==> src/rtl/cfg_arb_pkg.sv <==
// rtl/cfg_arb_pkg.sv - shared types and defaults for the config source arbiter
package cfg_arb_pkg;

    typedef enum logic [1:0] {
        IDLE = 2'd0,
        OWN0 = 2'd1,
        OWN1 = 2'd2
    } state_t;

    localparam logic SRC_BITBANG = 1'b0;
    localparam logic SRC_UART    = 1'b1;

    localparam int DEF_DATA_WIDTH     = 32;
    localparam int DEF_FRAME_WORDS    = 20;
    localparam int DEF_TIMEOUT_CYCLES = 65535;

    // Counter width able to hold max_count; a 1-bit floor keeps TIMEOUT_CYCLES=0 legal.
    function automatic int cnt_width(input int max_count);
        return (max_count < 2) ? 1 : $clog2(max_count + 1);
    endfunction

endpackage

==> src/rtl/config_source_arbiter_if.sv <==
// rtl/config_source_arbiter_if.sv - source inputs and forwarded write bus of the arbiter
interface config_source_arbiter_if
    import cfg_arb_pkg::*;
#(
    parameter int DATA_WIDTH  = DEF_DATA_WIDTH,
    parameter int FRAME_WORDS = DEF_FRAME_WORDS
);
    localparam int IDX_W = $clog2(FRAME_WORDS);

    logic                  src0_strobe;
    logic [DATA_WIDTH-1:0] src0_data;
    logic                  src0_active;
    logic                  src1_strobe;
    logic [DATA_WIDTH-1:0] src1_data;
    logic                  src1_active;

    logic                  write_strobe;
    logic [DATA_WIDTH-1:0] write_data;
    logic                  frame_strobe;
    logic [IDX_W-1:0]      word_index;

    modport master (
        output src0_strobe, src0_data, src0_active,
        output src1_strobe, src1_data, src1_active,
        input  write_strobe, write_data, frame_strobe, word_index
    );

    modport slave (
        input  src0_strobe, src0_data, src0_active,
        input  src1_strobe, src1_data, src1_active,
        output write_strobe, write_data, frame_strobe, word_index
    );

endinterface

==> src/rtl/cfg_frame_counter.sv <==
// rtl/cfg_frame_counter.sv - word position within a frame and end-of-frame pulse
module cfg_frame_counter #(
    parameter int FRAME_WORDS = 20,
    parameter int IDX_W       = $clog2(FRAME_WORDS)
) (
    input  logic             clk,
    input  logic             resetn,
    input  logic             clear,
    input  logic             advance,
    output logic [IDX_W-1:0] word_index,
    output logic             frame_strobe
);
    localparam logic [IDX_W-1:0] LAST = IDX_W'(FRAME_WORDS - 1);

    logic at_last;
    assign at_last = (word_index == LAST);

    // The last word of a frame still pulses even when the session ends on it.
    always_ff @(posedge clk or negedge resetn) begin
        if (!resetn) begin
            word_index   <= '0;
            frame_strobe <= 1'b0;
        end else begin
            frame_strobe <= advance && at_last;
            if (clear) begin
                word_index <= '0;
            end else if (advance) begin
                word_index <= at_last ? '0 : word_index + 1'b1;
            end
        end
    end

endmodule

==> src/rtl/config_source_arbiter.sv <==
// rtl/config_source_arbiter.sv - grants the config write port to bitbang (priority) or UART
module config_source_arbiter
    import cfg_arb_pkg::*;
#(
    parameter int DATA_WIDTH     = DEF_DATA_WIDTH,
    parameter int FRAME_WORDS    = DEF_FRAME_WORDS,
    parameter int TIMEOUT_CYCLES = DEF_TIMEOUT_CYCLES
) (
    input  logic                    clk,
    input  logic                    resetn,
    config_source_arbiter_if.slave  bus,
    input  logic                    err_clear,
    output logic                    cfg_active,
    output logic                    owner,
    output logic                    drop_err,
    output logic                    timeout_err
);
    localparam int IDX_W = $clog2(FRAME_WORDS);
    localparam int CNT_W = cnt_width(TIMEOUT_CYCLES);

    state_t                state, state_next;
    logic [CNT_W-1:0]      tmo_cnt, tmo_cnt_next;
    logic [1:0]            lock, lock_next;
    logic                  fwd, drop_ev, tmo_ev, grant, grant_src;
    logic [DATA_WIDTH-1:0] fwd_data;
    logic                  own_is1, own_strobe, own_active, other_strobe;
    logic [DATA_WIDTH-1:0] own_data;
    logic [31:0]           cnt_plus;
    logic                  tmo_hit;
    logic                  elig0, elig1;
    logic                  write_strobe_q;
    logic [DATA_WIDTH-1:0] write_data_q;
    logic [IDX_W-1:0]      word_index;
    logic                  frame_strobe;

    assign own_is1      = (state == OWN1);
    assign own_strobe   = own_is1 ? bus.src1_strobe : bus.src0_strobe;
    assign own_active   = own_is1 ? bus.src1_active : bus.src0_active;
    assign own_data     = own_is1 ? bus.src1_data   : bus.src0_data;
    assign other_strobe = own_is1 ? bus.src0_strobe : bus.src1_strobe;

    // A timed-out source stays locked out until its active flag has been seen low.
    assign elig0 = bus.src0_active && !lock[SRC_BITBANG];
    assign elig1 = bus.src1_active && !lock[SRC_UART];

    assign cnt_plus = 32'(tmo_cnt) + 32'd1;
    assign tmo_hit  = (TIMEOUT_CYCLES != 0) && (cnt_plus >= 32'(TIMEOUT_CYCLES));

    assign lock_next[SRC_BITBANG] = (tmo_ev && !own_is1) || (lock[SRC_BITBANG] && bus.src0_active);
    assign lock_next[SRC_UART]    = (tmo_ev &&  own_is1) || (lock[SRC_UART]    && bus.src1_active);

    always_ff @(posedge clk or negedge resetn) begin
        if (!resetn) begin
            state <= IDLE;
        end else begin
            state <= state_next;
        end
    end

    always_comb begin
        state_next   = state;
        fwd          = 1'b0;
        fwd_data     = own_data;
        drop_ev      = 1'b0;
        tmo_ev       = 1'b0;
        grant        = 1'b0;
        grant_src    = SRC_BITBANG;
        tmo_cnt_next = tmo_cnt;
        case (state)
            IDLE: begin
                if (elig0) begin
                    grant        = 1'b1;
                    grant_src    = SRC_BITBANG;
                    state_next   = OWN0;
                    fwd          = bus.src0_strobe;
                    fwd_data     = bus.src0_data;
                    tmo_cnt_next = '0;
                end else if (elig1) begin
                    grant        = 1'b1;
                    grant_src    = SRC_UART;
                    state_next   = OWN1;
                    fwd          = bus.src1_strobe;
                    fwd_data     = bus.src1_data;
                    tmo_cnt_next = '0;
                end
            end
            OWN0, OWN1: begin
                fwd          = own_strobe;
                drop_ev      = other_strobe;
                tmo_cnt_next = own_strobe ? '0 : CNT_W'(cnt_plus);
                if (!own_active) begin
                    state_next = IDLE;
                end else if (!own_strobe && tmo_hit) begin
                    state_next = IDLE;
                    tmo_ev     = 1'b1;
                end
            end
            default: state_next = IDLE;
        endcase
    end

    always_ff @(posedge clk or negedge resetn) begin
        if (!resetn) begin
            tmo_cnt        <= '0;
            lock           <= '0;
            cfg_active     <= 1'b0;
            owner          <= 1'b0;
            write_strobe_q <= 1'b0;
            write_data_q   <= '0;
            drop_err       <= 1'b0;
            timeout_err    <= 1'b0;
        end else begin
            tmo_cnt        <= tmo_cnt_next;
            lock           <= lock_next;
            cfg_active     <= (state_next != IDLE);
            write_strobe_q <= fwd;
            if (grant) begin
                owner <= grant_src;
            end
            if (fwd) begin
                write_data_q <= fwd_data;
            end
            // A new error event wins over a coincident clear.
            if (drop_ev) begin
                drop_err <= 1'b1;
            end else if (err_clear) begin
                drop_err <= 1'b0;
            end
            if (tmo_ev) begin
                timeout_err <= 1'b1;
            end else if (err_clear) begin
                timeout_err <= 1'b0;
            end
        end
    end

    cfg_frame_counter #(
        .FRAME_WORDS (FRAME_WORDS),
        .IDX_W       (IDX_W)
    ) u_frame_counter (
        .clk          (clk),
        .resetn       (resetn),
        .clear        (state_next == IDLE),
        .advance      (fwd),
        .word_index   (word_index),
        .frame_strobe (frame_strobe)
    );

    assign bus.write_strobe = write_strobe_q;
    assign bus.write_data   = write_data_q;
    assign bus.frame_strobe = frame_strobe;
    assign bus.word_index   = word_index;

endmodule

==> src/flat_wrapper.sv <==
// flat-port wrapper written by rule: the top's interface ports become plain ports
module config_source_arbiter_flat import cfg_arb_pkg::*;
#(
    parameter int DATA_WIDTH     = DEF_DATA_WIDTH,
    parameter int FRAME_WORDS    = DEF_FRAME_WORDS,
    parameter int TIMEOUT_CYCLES = DEF_TIMEOUT_CYCLES
)
  (clk, resetn, err_clear, cfg_active, owner, drop_err, timeout_err, bus_src0_strobe, bus_src0_data, bus_src0_active, bus_src1_strobe, bus_src1_data, bus_src1_active, bus_write_strobe, bus_write_data, bus_frame_strobe, bus_word_index);
  config_source_arbiter_if #(.DATA_WIDTH(DATA_WIDTH), .FRAME_WORDS(FRAME_WORDS)) bus_i ();
  input  logic clk;
  input  logic resetn;
  input  logic err_clear;
  output logic cfg_active;
  output logic owner;
  output logic drop_err;
  output logic timeout_err;
  input wire logic [$bits(bus_i.src0_strobe)-1:0] bus_src0_strobe;
  input wire logic [$bits(bus_i.src0_data)-1:0] bus_src0_data;
  input wire logic [$bits(bus_i.src0_active)-1:0] bus_src0_active;
  input wire logic [$bits(bus_i.src1_strobe)-1:0] bus_src1_strobe;
  input wire logic [$bits(bus_i.src1_data)-1:0] bus_src1_data;
  input wire logic [$bits(bus_i.src1_active)-1:0] bus_src1_active;
  output wire logic [$bits(bus_i.write_strobe)-1:0] bus_write_strobe;
  output wire logic [$bits(bus_i.write_data)-1:0] bus_write_data;
  output wire logic [$bits(bus_i.frame_strobe)-1:0] bus_frame_strobe;
  output wire logic [$bits(bus_i.word_index)-1:0] bus_word_index;
  assign bus_i.src0_strobe = bus_src0_strobe;
  assign bus_i.src0_data = bus_src0_data;
  assign bus_i.src0_active = bus_src0_active;
  assign bus_i.src1_strobe = bus_src1_strobe;
  assign bus_i.src1_data = bus_src1_data;
  assign bus_i.src1_active = bus_src1_active;
  assign bus_write_strobe = bus_i.write_strobe;
  assign bus_write_data = bus_i.write_data;
  assign bus_frame_strobe = bus_i.frame_strobe;
  assign bus_word_index = bus_i.word_index;
  config_source_arbiter #(.DATA_WIDTH(DATA_WIDTH), .FRAME_WORDS(FRAME_WORDS), .TIMEOUT_CYCLES(TIMEOUT_CYCLES)) u_core (.clk(clk), .resetn(resetn), .bus(bus_i), .err_clear(err_clear), .cfg_active(cfg_active), .owner(owner), .drop_err(drop_err), .timeout_err(timeout_err));
endmodule
==> config.mk <==
export PLATFORM = sky130hd
export DESIGN_NAME = config_source_arbiter_flat
export DESIGN_NICKNAME = d
export VERILOG_FILES = /design/src/rtl/cfg_arb_pkg.sv /design/src/rtl/config_source_arbiter_if.sv /design/src/rtl/cfg_frame_counter.sv /design/src/rtl/config_source_arbiter.sv /design/src/flat_wrapper.sv
export SDC_FILE = /design/constraint.sdc
export NUM_CORES = 1
export LEC_CHECK = 0
export CORE_MARGIN = 4
export CORE_UTILIZATION = 40
export DETAILED_ROUTE_END_ITERATION = 8
export DONT_BUFFER_PORTS = 1
export PLACE_DENSITY = 0.51
export SLEW_MARGIN = 20
export SYNTH_ARGS = -nofsm -noshare
export SYNTH_HDL_FRONTEND = slang
export SYNTH_HIERARCHICAL = 1
export SYNTH_SLANG_ARGS = --single-unit
==> constraint.sdc <==
create_clock -name clk -period 3.55 [get_ports clk]
set_input_delay 0.1775 -clock clk [delete_from_list [all_inputs] [get_ports clk]]
set_output_delay 0.1775 -clock clk [all_outputs]
set_load 0.005 [all_outputs]
Yosys cells after proc, flatten, opt, wreduce, memory -nomap -nowiden
Cells that the tools add are included.
- output and inout port bits: 43
- logic and storage cells: 75
- input bits: 71
- flip-flop bits (word level): 63
- $lt $le $gt $ge: 1
- reductions and logical operators: 23
- eq/ne operators: 4
- add/subtract/negate cells: 2
- mux-type cells: 34
- operators with widths (kind ; count):
    $mux W32 ; 4
    $mux W16 ; 3
    $ge A32 B16 Y1 const B ; 1
    $pmux W16 S2 ; 1
    $add A16 B1 Y17 const B ; 1
    $mux W1 ; 17
    $mux W5 ; 3
    $reduce_bool A2 Y1 ; 5
    $logic_and A1 B1 Y1 ; 8
    $mux W2 ; 4
    $add A5 B1 Y5 const B ; 1
    $eq A5 B5 Y1 const B ; 1
    $logic_not A1 Y1 ; 4
    $logic_not A2 Y1 ; 2
    $pmux W2 S2 ; 1
    $ne A3 B1 Y1 const B ; 1
    $eq A2 B1 Y1 const B ; 1
    $eq A2 B2 Y1 const B ; 1
    $logic_or A1 B1 Y1 ; 2
    $pmux W1 S2 ; 1
    $reduce_and A2 Y1 ; 1
    $reduce_or A2 Y1 ; 1

Logic depth before layout (Yosys ltp)
- depth in word-level cells: 9
- depth in mapped cells: 12
- gate-level depth less buffers: 9

Hierarchy
Netlist, hierarchy kept.
- modules (own cells, without submodules) (module ; area each (µm²) ; seq. area each (µm²) ; instances ; cells each):
    config_source_arbiter ; 3193.1 ; 1426.4 ; 1 ; 343
    cfg_frame_counter ; 286.5 ; 150.1 ; 1 ; 26

Least setup slack after synthesis
No wires, ideal clock.
- kind: register to register
- start: register u_core.state[0]
- end: register u_core.u_frame_counter.word_index[2]
- period minus slack after synthesis: 2.496 ns
- path buffers: 3
- slack: 1.054 ns
- data required time: 3.476 ns
- arrival time: 2.422 ns
- cell stages (with the launch flop): 13
- library setup time: 0.074 ns
- cells stage by stage: dfrtp_1 inv_1 ha_1 clkbuf_2 mux2i_1 nor2b_1 a21oi_1 nor2_1 clkbuf_1 clkbuf_1 nand2_2 a211o_1 a21oi_2
- elaborated cells on any way between the ends: 17
- classes of those cells: 2 x eq/ne; 9 x mux; 6 x reduce/logical
- RTL lines (item ; line ; source):
    from (decl) ; config_source_arbiter.sv:21 ; state_t state, state_next;
    from (signal assigned) ; config_source_arbiter.sv:56 ; state <= state_next;
    $eq A2 B2 Y1 / $eq A2 B1 Y1 (equally long branches) ; config_source_arbiter.sv:36, config_source_arbiter.sv:69 ;
    $mux W1 / $reduce_or A2 Y1 (equally long branches) ; config_source_arbiter.sv:37, config_source_arbiter.sv:69 ;
    $pmux W1 S2 (*) ; config_source_arbiter.sv:69 ; case (state)
    net u_core.fwd ; config_source_arbiter.sv:24 ; logic fwd, drop_ev, tmo_ev, grant, grant_src;
    $reduce_bool A2 Y1 (no source line) (*) ; n/a ;
    to (signal assigned) ; cfg_frame_counter.sv:28 ; word_index <= at_last ? '0 : word_index + 1'b1;
    to (decl) ; cfg_frame_counter.sv:10 ; output logic [IDX_W-1:0] word_index,
Mark *: on every way through the listed nets, which the timed path passes. The rest lies on a longest branch.
A chain may end at the register's enable or synchronous reset.

Worst setup path after layout
- start: register u_core.tmo_cnt[0]
- end: register u_core.lock[0]
- longest elaborated chain between the ends: 8
- ends and longest elaborated chain (item ; line ; source):
    from (decl) ; config_source_arbiter.sv:22 ; logic [CNT_W-1:0] tmo_cnt, tmo_cnt_next;
    from (signal assigned) ; config_source_arbiter.sv:113 ; tmo_cnt <= tmo_cnt_next;
    $add A16 B1 Y17 ; config_source_arbiter.sv:46 ; assign cnt_plus = 32'(tmo_cnt) + 32'd1;
    $ge A32 B16 Y1 ; config_source_arbiter.sv:47 ; assign tmo_hit = (TIMEOUT_CYCLES != 0) && (cnt_plus >= 32'(TIMEOUT_CYCLES));
    $logic_and A1 B1 Y1 ; config_source_arbiter.sv:93 ; end else if (!own_strobe && tmo_hit) begin
    $mux W1 ; config_source_arbiter.sv:93 ;
    $mux W1 ; config_source_arbiter.sv:91 ; if (!own_active) begin
    $mux W1 ; config_source_arbiter.sv:69 ;
    $logic_and A1 B1 Y1 ; config_source_arbiter.sv:49 ; assign lock_next[SRC_BITBANG] = (tmo_ev && !own_is1) || (lock[SRC_BITBANG] && bus.src0_active);
    $logic_or A1 B1 Y1 ; config_source_arbiter.sv:49 ;
    net u_core.lock_next[0] ; config_source_arbiter.sv:23 ; logic [1:0] lock, lock_next;
    to (signal assigned) ; config_source_arbiter.sv:114 ; lock <= lock_next;
    to (decl) ; config_source_arbiter.sv:23 ;
The timed path passes the listed nets, and every way through them passes these cells.

==> results.sh <==
export IMPL_port_buffers=0
export IMPL_final_max_slew_viol_count=0
export IMPL_synth_async_reset_ratio=1.00
export IMPL_dpl_hpwl_um=5450
export IMPL_yosys_cell_count_top_type="dfrtp_1"
export IMPL_cts_tree="done"
export IMPL_cts_buffer_depth=2
export IMPL_final_net_count=441
export IMPL_cp_required_ns=3.83
export IMPL_path_buf_inv=1
export IMPL_synth_edf_count=0
export IMPL_cts_htree_levels=3
export IMPL_antenna_cells=0
export IMPL_synth_area_leaders="dfrtp_1, mux2i_1, a21oi_1"
export IMPL_vias=2563
export IMPL_cp_slowest_stage_delay_ns=0.58
export IMPL_seq_area_frac_synth=0.453
export IMPL_numCtsBuffers=9
export IMPL_rsz0062_at_grt="false"
export IMPL_finalClockSkew_ns=0.0103
export IMPL_place_congestion=0.820
export IMPL_clk_latency_ns=0.34
export IMPL_grt_pass1_vias=2371
export IMPL_netlist_area_um2=3480
export IMPL_ys_warnings_count=6
export IMPL_finalSetupTns_ns=0
export IMPL_die_area_um2=10300
export IMPL_postSynthCellCount=369
export IMPL_synth_ff_type="dfrtp_1"
export IMPL_drc_errors=0
export IMPL_p_per_area_nw_per_um2=785
export IMPL_die_h_um=101
export IMPL_grt_usage=0.149
export IMPL_drtIter0Drc=88
export IMPL_worstMarginPinSlew_ns=0.937
export IMPL_vias_per_cell=5.41
export IMPL_cts_root_buf="clkbuf_8"
export IMPL_critical_path_top_delay_family="compound AO/OA/AOI/OAI gates"
export IMPL_synthToLayoutAreaGrowth_pct=7.37
export IMPL_overflow=0
export IMPL_placementRows=33
export IMPL_fin_util=0.448
export IMPL_min_period_ns=3.02
export IMPL_p_leak_nw=1.63
export IMPL_grt_max_degree=66
export IMPL_cts_num_sinks=63
export IMPL_worstPathArrival_ns=3.30
export IMPL_initial_core_util=0.417
export IMPL_synth_top_area_cell="dfrtp_1"
export IMPL_synth_top_area_frac=0.453
export IMPL_max_freq_mhz=331
export IMPL_drt_antenna_violating_nets=0
export IMPL_crit_slowest_cell="dlygate4sd3_1"
export IMPL_hold_violations=0
export IMPL_path_clk_slew_ns=0.07
export IMPL_worstSetupEndpointType="flip-flop"
export IMPL_wl_per_cell_um=16.4
export IMPL_fin_crit_sh=0.850
export IMPL_start_kind="flip-flop"
export IMPL_ys_ff_latch=63
export IMPL_core_area_um2=8340
export IMPL_drive_gt1_frac=0.103
export IMPL_synth_cell_types=52
export IMPL_antenna_found_initial=0
export IMPL_postRouteWirelength_um=7770
export IMPL_pin_count=114
export IMPL_crit_chain="ha_1 -> nand4_2 -> nor2_4 -> nand2_1 -> a2111o_1 -> nor4b_2 -> a31oi_1 -> o41ai_2 -> dlygate4sd3_1"
export IMPL_crit_type="flip-flop to flip-flop"
export IMPL_peakVddDrop_v=0.000522
export IMPL_maxCapViolations=0
export IMPL_firstDrtPassIters=4
export IMPL_avgSynthCellArea_um2=9.43
export IMPL_hold_class="input port to flip-flop"
export IMPL_grt_pass1_wl_um=12000
export IMPL_synth_common_cells="dfrtp_1, nor2_1, a21oi_1, nand2_1, mux2i_1"
export IMPL_crit_fanout=11
export IMPL_syn_num_nets=446
export IMPL_slew_headroom=0.375
export IMPL_chipWidth_um=101
export IMPL_status="completed"
export IMPL_finalSetupViolCount=0
[registers in the layout, summed over array words and instances (netlist names), 2 cells and up]
name / flops
u_core/bus.write_data: 32
u_core/lock: 2
u_core/state: 2
u_core/tmo_cnt: 16
u_core/u_frame_counter/word_index: 5
[worst paths after layout]
kind	start	end	slack (ns)	cells past startpoint
setup / recovery	u_core/tmo_cnt[0]	u_core/lock[0]	0.53	9
hold / removal	bus_src1_active	u_core/lock[1]	0.02	2
setup reg to reg	u_core/tmo_cnt[0]	u_core/lock[0]	0.53	9
hold reg to reg	u_core/tmo_cnt[6]	u_core/tmo_cnt[6]	0.51	1
max in group asynchronous	resetn	u_core/bus.write_data[28]	2.90	2
min in group asynchronous	resetn	u_core/tmo_cnt[3]	0.41	2
[layout by cell type (no fill, tap or decap), types with 4 or more instances in the layout]
| cell type | count |
|---|---|
| a21oi_1 | 42 |
| a31oi_1 | 5 |
| and3_1 | 4 |
| clkbuf_8 | 9 |
| dfrtp_1 | 63 |
| dlygate4sd3_1 | 5 |
| ha_1 | 6 |
| inv_1 | 8 |
| mux2i_1 | 34 |
| nand2_1 | 35 |
| nand3_1 | 6 |
| nand4_1 | 5 |
| nor2_1 | 49 |
| nor2b_1 | 5 |
| o21ai_0 | 31 |
| o31ai_1 | 5 |
[timing repair]
action,in CTS,in global routing
hold buffers,6,0
setup buffers,0,0
endpoints found under the hold margin,67,0
gates resized for setup,0,0
[cell type report]
class / instances / area (µm²)
Timing Repair Buffer: 7 / 85.1
Clock buffer: 10 / 128
Sequential cell: 63 / 1580
Clock inverter: 6 / 61.3
Tap cell: 105 / 131
Inverter: 8 / 30.0
Multi-Input combinational cell: 275 / 1720
Fill cell: 816 / 4600
[routing by layer]
layer	up-vias	part of all wire	global-route usage
li1	1303	-	-
met1	1159	0.45	0.200
met2	91	0.45	0.226
met3	10	0.080	0.0372
met4	0	0.018	0.0675
met5	-	0	0
[metrics by stage]
step	instance area [µm²]	cells	setup slack (ns)	hold slack (ns)	total power, mW
floorplan	3480	369	1.05	-0.118	2.14
global placement	3470	452	0.839	-0.116	2.32
detailed placement	3470	452	0.784	-0.117	2.34
CTS	3740	474	0.539	0.0115	3.00
global route	3740	474	0.310	0.0230	3.20
finish	3740	474	0.533	0.0221	2.93
[worst reg2reg max path, stage by stage, from the launching register on]
cell and delay (ns):
dfrtp_1 0.52, ha_1 0.35, nand4_2 0.20, nor2_4 0.17, nand2_1 0.07, a2111o_1 0.45
nor4b_2 0.26, a31oi_1 0.10, o41ai_2 0.27, dlygate4sd3_1 0.58
[where the power goes]
part | internal [mW] | switching, mW | total, mW | leakage (nW)
clock network | 0.322 | 0.293 | 0.615 | 0.0960
registers | 0.961 | 0.203 | 1.16 | 0.774
logic | 0.436 | 0.719 | 1.16 | 0.763
[kinds of logic after synthesis]
kind of cell / synth area share
XOR/XNOR: 0.00755
buffers and inverters: 0.0539
multiplexers: 0.108
flip-flops: 0.453
AO/OA/AOI/OAI: 0.167
AND/OR/NAND/NOR: 0.189
adder cells (fa/ha/maj): 0.0216
No activity file was read; power rests on OpenSTA's default activity.
